[src/rtl/timer_pkg.sv]
// Shared types and helpers for the countdown timer bank.
// State enum, BCD byte type, BCD constants, decrement and clamp helpers.
package timer_pkg;

  typedef enum logic [1:0] {
    ST_IDLE  = 2'd0,
    ST_RUN   = 2'd1,
    ST_PAUSE = 2'd2,
    ST_RING  = 2'd3
  } chan_state_t;

  typedef logic [7:0] bcd8_t;

  localparam bcd8_t BCD_59   = 8'h59;
  localparam bcd8_t BCD_ZERO = 8'h00;

  // Decrement one two-digit BCD byte; the caller guarantees a nonzero input.
  function automatic bcd8_t bcd_dec(input bcd8_t v);
    if (v[3:0] == 4'h0) return {v[7:4] - 4'h1, 4'h9};
    else                return v - 8'h01;
  endfunction

  // Saturate a BCD byte at an upper limit.
  function automatic bcd8_t bcd_clamp(input bcd8_t v, input bcd8_t lim);
    return (v > lim) ? lim : v;
  endfunction

  // One-second decrement of H:M:S with borrow; seconds and minutes wrap 00 -> 59.
  function automatic logic [23:0] hms_dec(input bcd8_t h, input bcd8_t m, input bcd8_t s);
    bcd8_t nh, nm, ns;
    nh = h;
    nm = m;
    ns = s;
    if (s != BCD_ZERO) begin
      ns = bcd_dec(s);
    end else begin
      ns = BCD_59;
      if (m != BCD_ZERO) begin
        nm = bcd_dec(m);
      end else begin
        nm = BCD_59;
        nh = bcd_dec(h);
      end
    end
    return {nh, nm, ns};
  endfunction

endpackage

[src/rtl/timer_chan.sv]
// One countdown channel: IDLE/RUN/PAUSE/RING FSM, BCD count, preset, mode
// and ring-duration counter. Commands arrive already decoded for this channel.
module timer_chan
  import timer_pkg::*;
#(
  parameter int          RING_SEC = 60,
  parameter logic [7:0]  HOUR_MAX = 8'h23
) (
  input  logic        clk,
  input  logic        rst,
  input  logic        tick,
  input  logic        lead,
  input  logic        exp_pulse,
  input  logic        cs,
  input  logic        mode,
  input  bcd8_t       d_h,
  input  bcd8_t       d_m,
  input  bcd8_t       d_s,
  output bcd8_t       q_h,
  output bcd8_t       q_m,
  output bcd8_t       q_s,
  output logic        run,
  output logic        ring,
  output chan_state_t state_dbg
);

  localparam int RW = (RING_SEC > 1) ? $clog2(RING_SEC) : 1;
  localparam logic [RW-1:0] RING_LAST = RW'(RING_SEC - 1);

  chan_state_t   state, state_n;
  logic [23:0]   cnt, cnt_n;
  logic [23:0]   preset, preset_n;
  logic          mode_q, mode_n;
  logic [RW-1:0] ring_cnt, ring_n;

  logic [23:0]   load_val;
  logic [23:0]   dec_val;
  logic          cs_act;
  logic          exp_act;

  // Clamped preset, decremented count, and which commands actually apply in this state.
  always_comb begin
    load_val = {bcd_clamp(d_h, HOUR_MAX), bcd_clamp(d_m, BCD_59), bcd_clamp(d_s, BCD_59)};
    dec_val  = hms_dec(cnt[23:16], cnt[15:8], cnt[7:0]);
    cs_act   = cs && (state == ST_RING);
    exp_act  = exp_pulse && ((state == ST_RUN) || (state == ST_PAUSE));
  end

  // Next-state logic; priority LEAD > CS > EXPORT > TICK, ignored commands fall through.
  always_comb begin
    state_n  = state;
    cnt_n    = cnt;
    preset_n = preset;
    mode_n   = mode_q;
    ring_n   = ring_cnt;
    if (lead) begin
      preset_n = load_val;
      cnt_n    = load_val;
      mode_n   = mode;
      ring_n   = '0;
      state_n  = (load_val == 24'h0) ? ST_IDLE : ST_RUN;
    end else if (cs_act) begin
      state_n = ST_IDLE;
      cnt_n   = 24'h0;
      ring_n  = '0;
    end else if (exp_act) begin
      state_n = (state == ST_RUN) ? ST_PAUSE : ST_RUN;
    end else if (tick) begin
      case (state)
        ST_RUN: begin
          cnt_n = dec_val;
          if (dec_val == 24'h0) begin
            state_n = ST_RING;
            ring_n  = '0;
          end
        end
        ST_RING: begin
          if (ring_cnt == RING_LAST) begin
            ring_n = '0;
            if (mode_q) begin
              cnt_n   = preset;
              state_n = ST_RUN;
            end else begin
              cnt_n   = 24'h0;
              state_n = ST_IDLE;
            end
          end else begin
            ring_n = ring_cnt + 1'b1;
          end
        end
        default: ;
      endcase
    end
  end

  // Channel state registers.
  always_ff @(posedge clk or posedge rst) begin
    if (rst) begin
      state    <= ST_IDLE;
      cnt      <= 24'h0;
      preset   <= 24'h0;
      mode_q   <= 1'b0;
      ring_cnt <= '0;
    end else begin
      state    <= state_n;
      cnt      <= cnt_n;
      preset   <= preset_n;
      mode_q   <= mode_n;
      ring_cnt <= ring_n;
    end
  end

  assign q_h       = cnt[23:16];
  assign q_m       = cnt[15:8];
  assign q_s       = cnt[7:0];
  assign run       = (state == ST_RUN);
  assign ring      = (state == ST_RING);
  assign state_dbg = state;

endmodule

[src/rtl/timer_bank.sv]
// Bank of N_CH independent BCD countdown timers sharing one 1 Hz TICK.
// SEL routes LEAD/EXPORT/CS to one channel and picks the channel shown on Q_*.
// Optional macro TIMER_BANK_COLON_EN adds the COLON blink output.
// dbg_state carries every channel's FSM state, 2 bits per channel.
module timer_bank
  import timer_pkg::*;
#(
  parameter int         N_CH     = 4,
  parameter int         RING_SEC = 60,
  parameter logic [7:0] HOUR_MAX = 8'h23
) (
  input  logic                                  CLK10K,
  input  logic                                  CR,
  input  logic                                  TICK,
  input  logic [((N_CH > 1) ? $clog2(N_CH) : 1)-1:0] SEL,
  input  logic [7:0]                            D_H,
  input  logic [7:0]                            D_M,
  input  logic [7:0]                            D_S,
  input  logic                                  MODE,
  input  logic                                  LEAD,
  input  logic                                  EXPORT,
  input  logic                                  CS,
  output logic [7:0]                            Q_H,
  output logic [7:0]                            Q_M,
  output logic [7:0]                            Q_S,
  output logic [N_CH-1:0]                       RUN,
  output logic [N_CH-1:0]                       RING,
  output logic                                  AUDIO,
`ifdef TIMER_BANK_COLON_EN
  output logic                                  COLON,
`endif
  output logic [2*N_CH-1:0]                     dbg_state
);

  localparam int SW = (N_CH > 1) ? $clog2(N_CH) : 1;

  logic [N_CH-1:0] lead_v, exp_v, cs_v;
  bcd8_t           qh [N_CH];
  bcd8_t           qm [N_CH];
  bcd8_t           qs [N_CH];
  chan_state_t     st [N_CH];

  // Command decode; a SEL past the last channel matches nothing.
  always_comb begin
    lead_v = '0;
    exp_v  = '0;
    cs_v   = '0;
    for (int i = 0; i < N_CH; i++) begin
      if ({1'b0, SEL} == (SW + 1)'(i)) begin
        lead_v[i] = LEAD;
        exp_v[i]  = EXPORT;
        cs_v[i]   = CS;
      end
    end
  end

  for (genvar g = 0; g < N_CH; g++) begin : g_chan
    timer_chan #(
      .RING_SEC (RING_SEC),
      .HOUR_MAX (HOUR_MAX)
    ) u_chan (
      .clk       (CLK10K),
      .rst       (CR),
      .tick      (TICK),
      .lead      (lead_v[g]),
      .exp_pulse (exp_v[g]),
      .cs        (cs_v[g]),
      .mode      (MODE),
      .d_h       (D_H),
      .d_m       (D_M),
      .d_s       (D_S),
      .q_h       (qh[g]),
      .q_m       (qm[g]),
      .q_s       (qs[g]),
      .run       (RUN[g]),
      .ring      (RING[g]),
      .state_dbg (st[g])
    );
    assign dbg_state[2*g +: 2] = st[g];
  end

  // Display mux for the selected channel; invalid SEL reads zero.
  always_comb begin
    Q_H = BCD_ZERO;
    Q_M = BCD_ZERO;
    Q_S = BCD_ZERO;
    for (int i = 0; i < N_CH; i++) begin
      if ({1'b0, SEL} == (SW + 1)'(i)) begin
        Q_H = qh[i];
        Q_M = qm[i];
        Q_S = qs[i];
      end
    end
  end

  assign AUDIO = |RING;

`ifdef TIMER_BANK_COLON_EN
  logic sel_run;

  // RUN flag of the selected channel drives the colon blink.
  always_comb begin
    sel_run = 1'b0;
    for (int i = 0; i < N_CH; i++) begin
      if ({1'b0, SEL} == (SW + 1)'(i)) sel_run = RUN[i];
    end
  end

  // Colon blinks once per TICK while the shown channel runs, steady on otherwise.
  always_ff @(posedge CLK10K or posedge CR) begin
    if (CR)           COLON <= 1'b1;
    else if (sel_run) begin
      if (TICK)       COLON <= ~COLON;
    end else          COLON <= 1'b1;
  end
`endif

endmodule
[config.mk]
export PLATFORM = sky130hd
export DESIGN_NAME = timer_bank
export DESIGN_NICKNAME = d
export VERILOG_FILES = /design/src/rtl/timer_pkg.sv /design/src/rtl/timer_chan.sv /design/src/rtl/timer_bank.sv
export SDC_FILE = /design/constraint.sdc
export NUM_CORES = 1
export LEC_CHECK = 0
export ABC_AREA = 1
export BUFFER_PORTS_ARGS = -buffer_cell sky130_fd_sc_hd__clkbuf_2
export CAP_MARGIN = 20
export CORE_ASPECT_RATIO = 0.6
export CORE_MARGIN = 8
export CORE_UTILIZATION = 36
export CTS_BUF_LIST = sky130_fd_sc_hd__clkbuf_2 sky130_fd_sc_hd__clkbuf_4 sky130_fd_sc_hd__clkbuf_8
export DETAILED_ROUTE_END_ITERATION = 10
export GPL_TIMING_DRIVEN = 0
export PLACE_DENSITY_LB_ADDON = 0.1
export REMOVE_ABC_BUFFERS = 1
export SLEW_MARGIN = 20
export SYNTH_ARGS = -nofsm -noshare
export SYNTH_HDL_FRONTEND = slang
export SYNTH_SLANG_ARGS = --single-unit
[constraint.sdc]
create_clock -name CLK10K -period 8 [get_ports CLK10K]
set_input_delay 0 -clock CLK10K [delete_from_list [all_inputs] [get_ports CLK10K]]
set_output_delay 0 -clock CLK10K [all_outputs]
set_load 0.02 [all_outputs]
==> results.ini, run 1 <==
[status]
outcome = finished clean

[yosys]
synth_area_um2 = 14500
yosys_warnings = 0
synth_enable_flop_cells = 0
async_reset_ff_share_pct = 100
yosys.cell_types.count = 52
ys_seq_area_share_pct = 39.3
syn_area_per_cell_um2 = 7.08
post_synthesis_sequential_element_count = 228
prevailing_post_synth_register_cell = dfrtp_1
synthCells = 2051

[drt]
avgViaCountPerCell = 5.41
antenna_left = 0
post_drt_wl_per_cell_um = 20.9
firstDrtPassIters = 5
drtIter0Drc = 1606
post-route-drc-count = 0
postRouteWirelength_um = 55900
dr_vias = 14400

[final_layout]
antenna_cells = 0
flow.area_growth_from_synthesis_pct = 12.1
post_route_cells_drive_above_1_share_pct = 9.77
final_nets = 2185
layout.core_utilization_pct = 40.6
final_common_cell = nand2_1
most-common-layout-cells = nand2_1 (569), inv_1 (239), dfrtp_1 (228)

[cts]
cts-buffers-inserted = 39
clk_buf_depth = 3
cts_num_sinks = 228
clock_latency_reported_for_the_late_side_of_the_worst_skew_pair_ns = 0.58
cts-root-buf = clkbuf_8
clk_pin_slew_worst_paths_ns = 0.07
cts_tree = built
cts_resized = 0
clock_tree.htree_level_count = 2

[floorplan]
floorplan.initialDensity_pct = 36.2
rows = 57
io_pins = 74
core_area_um2 = 40100
die_width_um = 275
die_h_um = 172
dieArea_um2 = 47200

[global_routing]
grt_pass1_wl_um = 83900
globalRouteOverflowTotal = 0
vias_in_the_first_global_route = 13100
gr-usage-all-layers_pct = 23.6
antenna_found_initial = 1
grt_start_max_net_pins = 90

[placement]
io_buffer_count = 73
finalWeightedCongestion = 0.938
post-dp-hpwl_um = 40800

[worst_setup_path]
worst_ep_required_time_ns = 8.48
critical_path.slowest_cell = ha_1
worst_setup_path_end_kind = flip-flop
launching_element_of_the_worst_setup_path = g_chan[0].u_chan.state_dbg[0]
crit_path_max_incr_delay_ns = 0.86
critical_path.max_fanout = 43
worst_setup_path_start_kind = flip-flop
timing.critical_path.cells = ha_1 > inv_1 > nor3_2 > inv_2 > nand2_4 > inv_2 > nand2_1 > nand2_1 > a31oi_4 > nand2_2 > clkinv_2 > o211ai_1 > o21ai_0
setup.worst_path.class = reg -> reg
ff2ff_setup_slack_ns = 3.69
worst_ep_arrival_time_ns = 4.79
critical_path.reg2reg.startpoint = g_chan[0].u_chan.state_dbg[0]

[sta]
final-hold-violation-count = 0
worstMarginPinSlew_ns = 1.01
report.final.setup_viol = 0
max_freq_ghz = 0.232
slew_viol_final = 0
hold_slack_ns = 0.0382
finClkSkew_ns = 0.0283
slew_headroom_pct = 33.0
final_period_minus_worst_setup_slack_ns = 4.31
setup_repair_after_global_routing_missed_its_margin = no
final.period_utilization_pct = 53.9

[power_and_ir_drop]
p_total_uw = 5790
vdd_ir_drop_max_v = 0.000178
leak_uw = 0.00811
power_density_nw_per_um2 = 356

[run]
max_cap_viol_count = 0

[min_path]
min-delay-path-class = in -> reg
hold_path.startpoint = D_H[7]

## critical path: cells and delay by family, from the launching register on
family | cells | cell delay, ns
AND/OR/NAND/NOR | 5 | 0.88
buffers and inverters | 4 | 1.42
AO/OA/AOI/OAI | 3 | 0.56
adder cells (fa/ha/maj) | 1 | 0.86
flip-flops | 1 | 0.46
## metal layers
metal | vias up | global-route usage, % | wire [um]
li1 | 6909 | - | -
met1 | 6903 | 36.4 | 27300
met2 | 541 | 31.3 | 21500
met3 | 90 | 6.18 | 5460
met4 | 4 | 6.57 | 1560
met5 | - | 1.37 | 86
## worst paths after layout
check                                                to  depth (start not counted)
max                             g_chan[0].u_chan.cnt[1]                         13
min                         g_chan[1].u_chan.preset[20]                          6
max reg2reg                     g_chan[0].u_chan.cnt[1]                         13
min reg2reg                  g_chan[1].u_chan.preset[7]                          2
max in group asynchronous   g_chan[2].u_chan.preset[20]                          4
min in group asynchronous  g_chan[1].u_chan.ring_cnt[5]                          3
## where the power goes
group	internal, uW	leakage [uW]	switching [uW]
sequential	1460	0.00290	330
combinational	853	0.00478	2020
clock	604	0.000423	526
## through the flow
step	worst slack, ns	std cells	cell area [um^2]	TNS [ns]
6_report	3.69	2670	16300	0
3_3_place_gp	-1.70	2584	15200	-378.84
5_1_grt	3.37	2670	16300	0
3_5_place_dp	3.66	2586	15300	0
2_1_floorplan	1.75	1980	14200	0
4_1_cts	3.64	2669	16200	0
## timing repair
item	CTS	global route
setup buffers	0	0
hold buffers	19	0
endpoints found under the hold margin	107	0
## cell usage after synthesis, types with 3 or more instances
cell type / instances / share of area [%]
a211oi_1: 7 / 0.36
o21ai_0: 181 / 6.2
nor2_1: 202 / 5.2
a21oi_1: 65 / 2.2
nor2_4: 11 / 0.85
clkbuf_1: 41 / 1.1
o2111ai_1: 4 / 0.24
nor3_1: 26 / 0.90
o211ai_1: 21 / 1.1
nor2_2: 9 / 0.39
inv_2: 12 / 0.31
o311ai_0: 3 / 0.18
nand3b_1: 9 / 0.47
buf_2: 15 / 0.52
o31ai_1: 3 / 0.16
a31oi_1: 17 / 0.73
nand3_2: 4 / 0.28
ha_1: 36 / 3.1
xor2_1: 25 / 1.5
or2_2: 6 / 0.26
inv_1: 240 / 6.2
o21bai_1: 5 / 0.26
o22ai_1: 39 / 1.7
a22oi_1: 9 / 0.47
dfrtp_1: 228 / 39
nor3b_1: 5 / 0.26
and3_1: 3 / 0.13
buf_4: 12 / 0.62
a2bb2oi_1: 4 / 0.24
nand4_1: 20 / 0.86
o221ai_1: 26 / 1.6
nand2_1: 571 / 15
nand2_2: 15 / 0.65
nand3_1: 146 / 5.0
o32ai_1: 3 / 0.18
o21ai_1: 3 / 0.10
a221oi_1: 3 / 0.18
## cell type report
| cell class | instances | area [um^2] |
|---|---|---|
| clock buffers | 59 | 762 |
| clock inverters | 5 | 25.0 |
| fillers | 4312 | 23800 |
| inverters | 256 | 971 |
| multi-input cells | 1496 | 7510 |
| flip-flops and latches | 228 | 5710 |
| well taps | 531 | 664 |
| repair buffers | 95 | 638 |
## flip-flops by register name, summed over array words and instances (netlist names)
signal	count
g_chan.u_chan.cnt	96
g_chan.u_chan.preset	96
g_chan.u_chan.state_dbg	8
g_chan.u_chan.mode_q	4
g_chan.u_chan.ring_cnt	24
## kinds of logic (layout without fill, tap and decap cells)
group	Yosys count	in the layout	synth area share (%)
AOI/OAI and AO/OA	401	401	16.6
adders and majority gates	36	36	3.10
and+or+nand+nor	1032	1032	30.4
xor gates and xnor gates	27	27	1.63
buffers and inverters	327	415	9.02
DFF	228	228	39.3
(Power assumes the default switching activity.)
==> run 2, diff against run 1 <==
- ABC_AREA: 1 -> 0
- clock period: 8 -> 4.29 ns (I/O delays scaled with it)
==> run 2 against run 1 <==
Net effect: die area is 2.1% higher; routed wire length is 2.4% higher; worst setup slack worse by 3.4 ns; clock-buffer cell count is 9 higher; sequential share of layout area is 1.0 points lower; core utilization is 0.68 points higher; combinational power is 89% higher; fmax is 6.6% higher; total power is 100% higher; critical path type unchanged; critical endpoint is now g_chan[2].u_chan.cnt[0]; largest cell class unchanged.
==> results.ini, run 2 <==
[status]
outcome = finished clean

[yosys]
synthDominantAreaCellType = dfrtp_1
yosys.cell_types.count = 98  ; +88%
ys_seq_area_share_pct = 38.4  ; -0.88 points
synth_area_um2 = 14900  ; +2.3%
synth_most_common_cell = dfrtp_1
yosys_warnings = 0  ; unchanged
async_reset_ff_share_pct = 100  ; unchanged
post_synthesis_sequential_element_count = 228  ; unchanged
synth_enable_flop_cells = 0  ; unchanged
prevailing_post_synth_register_cell = dfrtp_1
netlist.area_leader.share_pct = 38.4  ; -0.88 points
syn_area_per_cell_um2 = 8.50  ; +20%
synthCells = 1748  ; -15%
synthTopCellsByArea = dfrtp_1 (38%), o21ai_0 (6.3%), nand2_1 (5.1%)
post_synth_most_frequent_cells = dfrtp_1 (228), nand2_1 (203), o21ai_0 (186), nor2_1 (163), a21oi_1 (136)

[final_layout]
final_nets = 1841  ; -16%
finish.cell_count_without_fillers = 2332  ; -13%
flow.area_growth_from_synthesis_pct = 12.8
top_regs = g_chan.u_chan.cnt: 96 flops, g_chan.u_chan.preset: 96 flops, g_chan.u_chan.ring_cnt: 24 flops
post_route_cells_drive_above_1_share_pct = 14.7  ; +4.9 points
layout.core_utilization_pct = 41.3  ; +0.68 points
most-common-layout-cells = dfrtp_1 (228), nand2_1 (199), o21ai_0 (185)
final_common_cell = dfrtp_1

[floorplan]
rows = 57  ; unchanged
floorplan.initialDensity_pct = 36.6  ; +0.38 points
dieArea_um2 = 48200  ; +2.1%
core_area_um2 = 40600  ; +1.2%
die_width_um = 278  ; +1.1%
io_pins = 74  ; unchanged
die_h_um = 173  ; +1.0%

[cts]
clock_latency_reported_for_the_late_side_of_the_worst_skew_pair_ns = 0.59  ; about the same
cts_resized = 0  ; unchanged
clock_tree.htree_level_count = 2  ; unchanged
clk_pin_slew_worst_paths_ns = 0.07  ; about the same
cts-root-buf = clkbuf_8
post_cts.repair.setup_buffers = 0  ; unchanged
cts-buffers-inserted = 42  ; +7.7%
cts_num_sinks = 228  ; unchanged
cts_tree = built
clk_buf_depth = 3  ; unchanged

[drt]
postRouteWirelength_um = 57200  ; +2.4%
antenna_left = 0  ; unchanged
avgViaCountPerCell = 6.04  ; +12%
dr_vias = 14100  ; -2.4%
post_drt_wl_per_cell_um = 24.5  ; +17%
drtIter0Drc = 1381  ; -14%
firstDrtPassIters = 5  ; unchanged
post-route-drc-count = 0  ; unchanged

[worst_setup_path]
launching_element_of_the_worst_setup_path = g_chan[2].u_chan.state_dbg[0]
worst_setup_path_start_kind = flip-flop
setup.worst_path.class = reg -> reg
timing.critical_path.cells = ha_1 > inv_1 > nand2_1 > o21ai_0 > nand2b_2 > a2111oi_0 > nor2_1
crit_path_max_incr_delay_ns = 0.80  ; -0.06 ns
worst_ep_arrival_time_ns = 4.50  ; -0.29 ns
critical_path.reg2reg.startpoint = g_chan[2].u_chan.state_dbg[0]
critical_path.slowest_cell = ha_1
worst_setup_path_end_kind = flip-flop
critical_path.max_fanout = 36  ; -16%
worst_ep_required_time_ns = 4.75  ; -3.73 ns

[sta]
report.final.setup_viol = 0  ; unchanged
final-hold-violation-count = 0  ; unchanged
final.period_utilization_pct = 94.3  ; +40 points
worstMarginPinSlew_ns = 1.17  ; +0.164 ns
slew_headroom_pct = 22.0  ; -11 points
max_freq_ghz = 0.247  ; +6.6%
setup_repair_after_global_routing_missed_its_margin = no
finClkSkew_ns = 0.0238  ; -0.00451 ns
final_period_minus_worst_setup_slack_ns = 4.04  ; -0.266 ns
slew_viol_final = 0  ; unchanged

[placement]
dpl.cell_count = 2241  ; -13%
post-dp-hpwl_um = 40500  ; -0.68%
io_buffer_count = 73  ; unchanged
finalWeightedCongestion = 0.880  ; -6.2%

[global_routing]
grt_pass1_wl_um = 86300  ; +2.9%
vias_in_the_first_global_route = 13100  ; -0.11%
antenna_found_initial = 3  ; +2
gr-usage-all-layers_pct = 23.1  ; -0.46 points
globalRouteOverflowTotal = 0  ; unchanged
grt_start_max_net_pins = 95  ; +5.6%

[min_path]
min-delay-path-class = in -> async

[run]
max_cap_viol_count = 0  ; unchanged

[power_and_ir_drop]
vdd_ir_drop_max_v = 0.000374  ; +110%
leak_uw = 0.00702  ; -13%
power_density_nw_per_um2 = 696  ; +96%

[run 2: layout make-up]
class,instances,area [um^2]
Clock inverter,3,42.5
Fill cell,4130,23800
Tap cell,531,664
Inverter,64,248
Clock buffer,68,836
Timing Repair Buffer,103,790
Sequential cell,228,5710
Multi-Input combinational cell,1333,8460
Antenna cell,2,5.00
[run 2: worst paths after layout]
path | to | cells after the start | slack (ns)
setup / recovery | g_chan[2].u_chan.cnt[0] | 7 | 0.25
hold / removal | g_chan[0].u_chan.cnt[1] | 3 | 0.01
setup reg to reg | g_chan[2].u_chan.cnt[0] | 7 | 0.25
hold reg to reg | g_chan[1].u_chan.preset[9] | 1 | 0.48
max in group asynchronous | g_chan[3].u_chan.preset[21] | 4 | 3.41
min in group CLK10K | g_chan[3].u_chan.preset[6] | 3 | 0.05
[run 2: critical path: cells and delay by family (launching register included)]
kind | cells | cell delay (ns)
and+or+nand+nor | 3 | 1.49
AOI/OAI and AO/OA | 2 | 0.82
adders and majority gates | 1 | 0.80
DFF | 1 | 0.45
buffers and inverters | 1 | 0.32
[run 2: repair_timing]
action                                  4_1_cts  5_1_grt
hold buffers                                 18        0
endpoints found under the setup margin        0        2
hold endpoints to repair                    284        0
[run 2: routing by layer]
metal,up-vias,track usage (%),share of wire (%)
li1,6451,-,-
met1,6993,35.9,49
met2,575,31.9,40
met3,74,5.24,8.7
met4,2,4.77,1.8
met5,-,0,0.023
[run 2: kinds of logic (layout without fill, tap and decap cells)]
| family | count (synthesis) | count (layout) | synth area share (%) |
|---|---|---|---|
| xor+xnor | 18 | 18 | 1.06 |
| simple gates | 675 | 675 | 23.7 |
| other cells | 0 | 2 | 0 |
| compound gates | 562 | 562 | 23.7 |
| buf+inv | 187 | 238 | 5.26 |
| mux | 42 | 42 | 4.90 |
| fa+ha+maj | 36 | 36 | 3.03 |
| flops | 228 | 228 | 38.4 |
[run 2: report_power, final]
group | switching, uW | leakage [uW] | total, uW | internal (uW)
Clock | 1020 | 0.000466 | 2310 | 1280
Sequential | 1260 | 0.00289 | 3940 | 2680
Combinational | 3330 | 0.00367 | 5410 | 2090
Total | 5610 | 0.00702 | 11700 | 6050
[run 2: metrics by stage]
step	hold slack, ns	setup slack (ns)	total power, uW	TNS, ns	instance area, um^2
2_1_floorplan	0.105	-1.96	7230	-446.51	14300
3_3_place_gp	0.440	-5.42	9090	-1353.89	15300
3_5_place_dp	0.0710	0.304	9250	0	15700
4_1_cts	0.0177	0.268	11600	0	16700
5_1_grt	0.0339	0.0105	12500	0	16700
6_report	0.0140	0.245	11700	0	16700
==> run 3, diff against run 2 <==
- CELL_PAD_IN_SITES_DETAIL_PLACEMENT: not set -> 0
- CELL_PAD_IN_SITES_GLOBAL_PLACEMENT: not set -> 2
==> run 3 against run 2 <==
Net effect: final cell count up 0.77%; clock power is 7% higher; design area rose by 1.7%; total power rose by 2.5%; critical endpoint is now g_chan[3].u_chan.cnt[12]; largest power group unchanged.
==> results.ini, run 3 (synthesis gave the netlist of run 2 again) <==
[power_and_ir_drop]
p_total_uw = 11900  ; +2.5%
vdd_ir_drop_max_v = 0.000326  ; -13%
p_int_uw = 6240  ; +3.1%
leak_uw = 0.00714  ; +1.7%
share_comb_of_total_power_pct = 47.7  ; +1.3 points
power.switching_uw = 5710  ; +1.8%
sequentialPowerShare_pct = 31.6  ; -2.2 points
power_switching_share_pct = 47.8  ; -0.32 points
power_density_nw_per_um2 = 702  ; +0.76%
share_clk_of_total_power_pct = 20.8  ; +1.0 points

[cts]
clock_latency_reported_for_the_late_side_of_the_worst_skew_pair_ns = 0.58  ; about the same
cts_tree = built
clock_tree.htree_level_count = 2  ; unchanged
clk_buf_depth = 3  ; unchanged
cts-buffers-inserted = 42  ; unchanged
cts-root-buf = clkbuf_8
cts_num_sinks = 228  ; unchanged
clk_pin_slew_worst_paths_ns = 0.07  ; about the same

[status]
outcome = finished clean

[floorplan]
floorplan.initialDensity_pct = 36.6  ; unchanged
die_width_um = 278  ; unchanged
rows = 57  ; unchanged
dieArea_um2 = 48200  ; unchanged
die_h_um = 173  ; unchanged
io_pins = 74  ; unchanged
core_area_um2 = 40600  ; unchanged

[sta]
final_critical_path_setup_slack_ns = 0.260  ; +0.0149 ns
final.period_utilization_pct = 93.9  ; -0.35 points
worstMarginPinSlew_ns = 1.12  ; -0.0460 ns
setup_total_negative_slack_ns = 0  ; unchanged
slew_headroom_pct = 25.1  ; +3.1 points
hold_slack_ns = 0.0870  ; +0.0730 ns
setup_repair_after_global_routing_missed_its_margin = no
final-hold-violation-count = 0  ; unchanged
finClkSkew_ns = 0.0184  ; -0.00539 ns
report.final.setup_viol = 0  ; unchanged
final_period_minus_worst_setup_slack_ns = 4.03  ; -0.0149 ns
slew_viol_final = 0  ; unchanged
max_freq_ghz = 0.248  ; +0.37%

[final_layout]
finish.cell_count_without_fillers = 2350  ; +0.77%
final_common_cell = dfrtp_1
final_nets = 1857  ; +0.87%
antenna_cells = 0  ; -2
post_route_cells_drive_above_1_share_pct = 15.0  ; +0.28 points
top_regs = g_chan.u_chan.cnt: 96 flops, g_chan.u_chan.preset: 96 flops, g_chan.u_chan.ring_cnt: 24 flops
flow.area_growth_from_synthesis_pct = 14.7
most-common-layout-cells = dfrtp_1 (228), nand2_1 (198), o21ai_0 (185)

[drt]
post_drt_wl_per_cell_um = 24.6  ; about the same
postRouteWirelength_um = 57700  ; +0.85%
post-route-drc-count = 0  ; unchanged
avgViaCountPerCell = 5.94  ; -1.8%
firstDrtPassIters = 5  ; unchanged
antenna_left = 0  ; unchanged
drtIter0Drc = 1551  ; +12%
dr_vias = 14000  ; -1.0%

[worst_setup_path]
worst_ep_required_time_ns = 4.76  ; about the same
worst_setup_path_start_kind = flip-flop
worst_ep_arrival_time_ns = 4.50  ; about the same
worst_setup_path_end_kind = flip-flop
timing.critical_path.cells = ha_1 > inv_1 > nand2_1 > o21a_1 > nand2_2 > buf_12 > o32a_1
crit_path_max_incr_delay_ns = 0.91  ; +0.11 ns
critical_path.slowest_cell = nand2_1
critical_path.max_fanout = 39  ; +8.3%
cp_top_family = simple AND/OR/NAND/NOR gates
setup.worst_path.class = reg -> reg
worst-path-buf-inv = 2  ; +1

[global_routing]
grt_start_max_net_pins = 72  ; -24%
antenna_found_initial = 2  ; -1
gr-usage-all-layers_pct = 23.3  ; +0.22 points
grt_pass1_wl_um = 86800  ; +0.60%
vias_in_the_first_global_route = 12900  ; -2.1%
globalRouteOverflowTotal = 0  ; unchanged

[min_path]
min-delay-path-class = in -> reg

[run]
max_cap_viol_count = 0  ; unchanged

[placement]
post-dp-hpwl_um = 42000  ; +3.6%
finalWeightedCongestion = 0.889  ; +0.99%
dpl.cell_count = 2242  ; +0.045%
placement.setup.worst_slack_ns = -0.0344  ; -0.338 ns
io_buffer_count = 73  ; unchanged

## run 3: cell types whose count changed in the layout (fill, tap and decap cells not counted), moves of 2 or more
cell | previous run | this run
buf_12 | 3 | 7
bufinv_16 | 1 | 3
clkbuf_4 | 18 | 9
clkbuf_8 | 52 | 57
clkinv_2 | 1 | 7
diode_2 | 2 | 0
dlygate4sd3_1 | 18 | 31
nor2b_1 | 16 | 19
nor2b_2 | 4 | 1
## run 3: final timing paths
| check | from | end | slack (ns) | cells after the start |
|---|---|---|---|---|
| hold reg to reg | g_chan[2].u_chan.preset[14] | g_chan[2].u_chan.preset[14] | 0.47 | 2 |
| min in group asynchronous | CR | g_chan[0].u_chan.cnt[8] | 0.57 | 4 |
| max in group asynchronous | CR | g_chan[2].u_chan.ring_cnt[1] | 2.34 | 7 |
| setup / recovery | g_chan[3].u_chan.state_dbg[0] | g_chan[3].u_chan.cnt[12] | 0.26 | 7 |
| hold / removal | D_H[4] | g_chan[0].u_chan.preset[20] | 0.09 | 4 |
| setup reg to reg | g_chan[3].u_chan.state_dbg[0] | g_chan[3].u_chan.cnt[12] | 0.26 | 7 |
## run 3: per-stage QoR
step,util [%],area [um^2]
finish,42.0,17000
detailed placement,38.7,15700
CTS,41.9,17000
global placement,37.8,15300
global route,42.0,17000
floorplan,-,14300
## run 3: cell type report
cell class                 instances  area, um^2
fill                            4037       23500
timing repair buffer             119         965
tap                              531         664
inverter                          64         248
clock inverter                    11         133
multi-input combinational       1333        8480
sequential                       228        5710
clock buffer                      64         837
## run 3: what timing repair did
action                                 CTS  global route
setup endpoints to repair                2             6
pin swaps                                1             0
endpoints found under the hold margin  165             0
resized for setup                        0             3
hold buffers                            31             0
setup buffers                            2             0
## run 3: worst min-delay path, cell delays in order
cell and delay, ns:
clkbuf_2 0.09, and3_1 0.34, nand2_1 0.16, nand2_1 0.05
## run 3: routing by layer
metal	track usage, %	part of all wire [%]
met2	30.3	38
met4	6.26	2.6
met5	0	0.019
met1	36.7	50
met3	6.09	8.8
## run 3: power by group through the flow
stage,combinational [uW],clock (uW),sequential [uW]
finish,5690,2480,3770
global route,6240,2650,3860
CTS,5610,2550,3740
detailed placement,5560,0,3780
global placement,5410,0,3780
floorplan,3840,0,3390
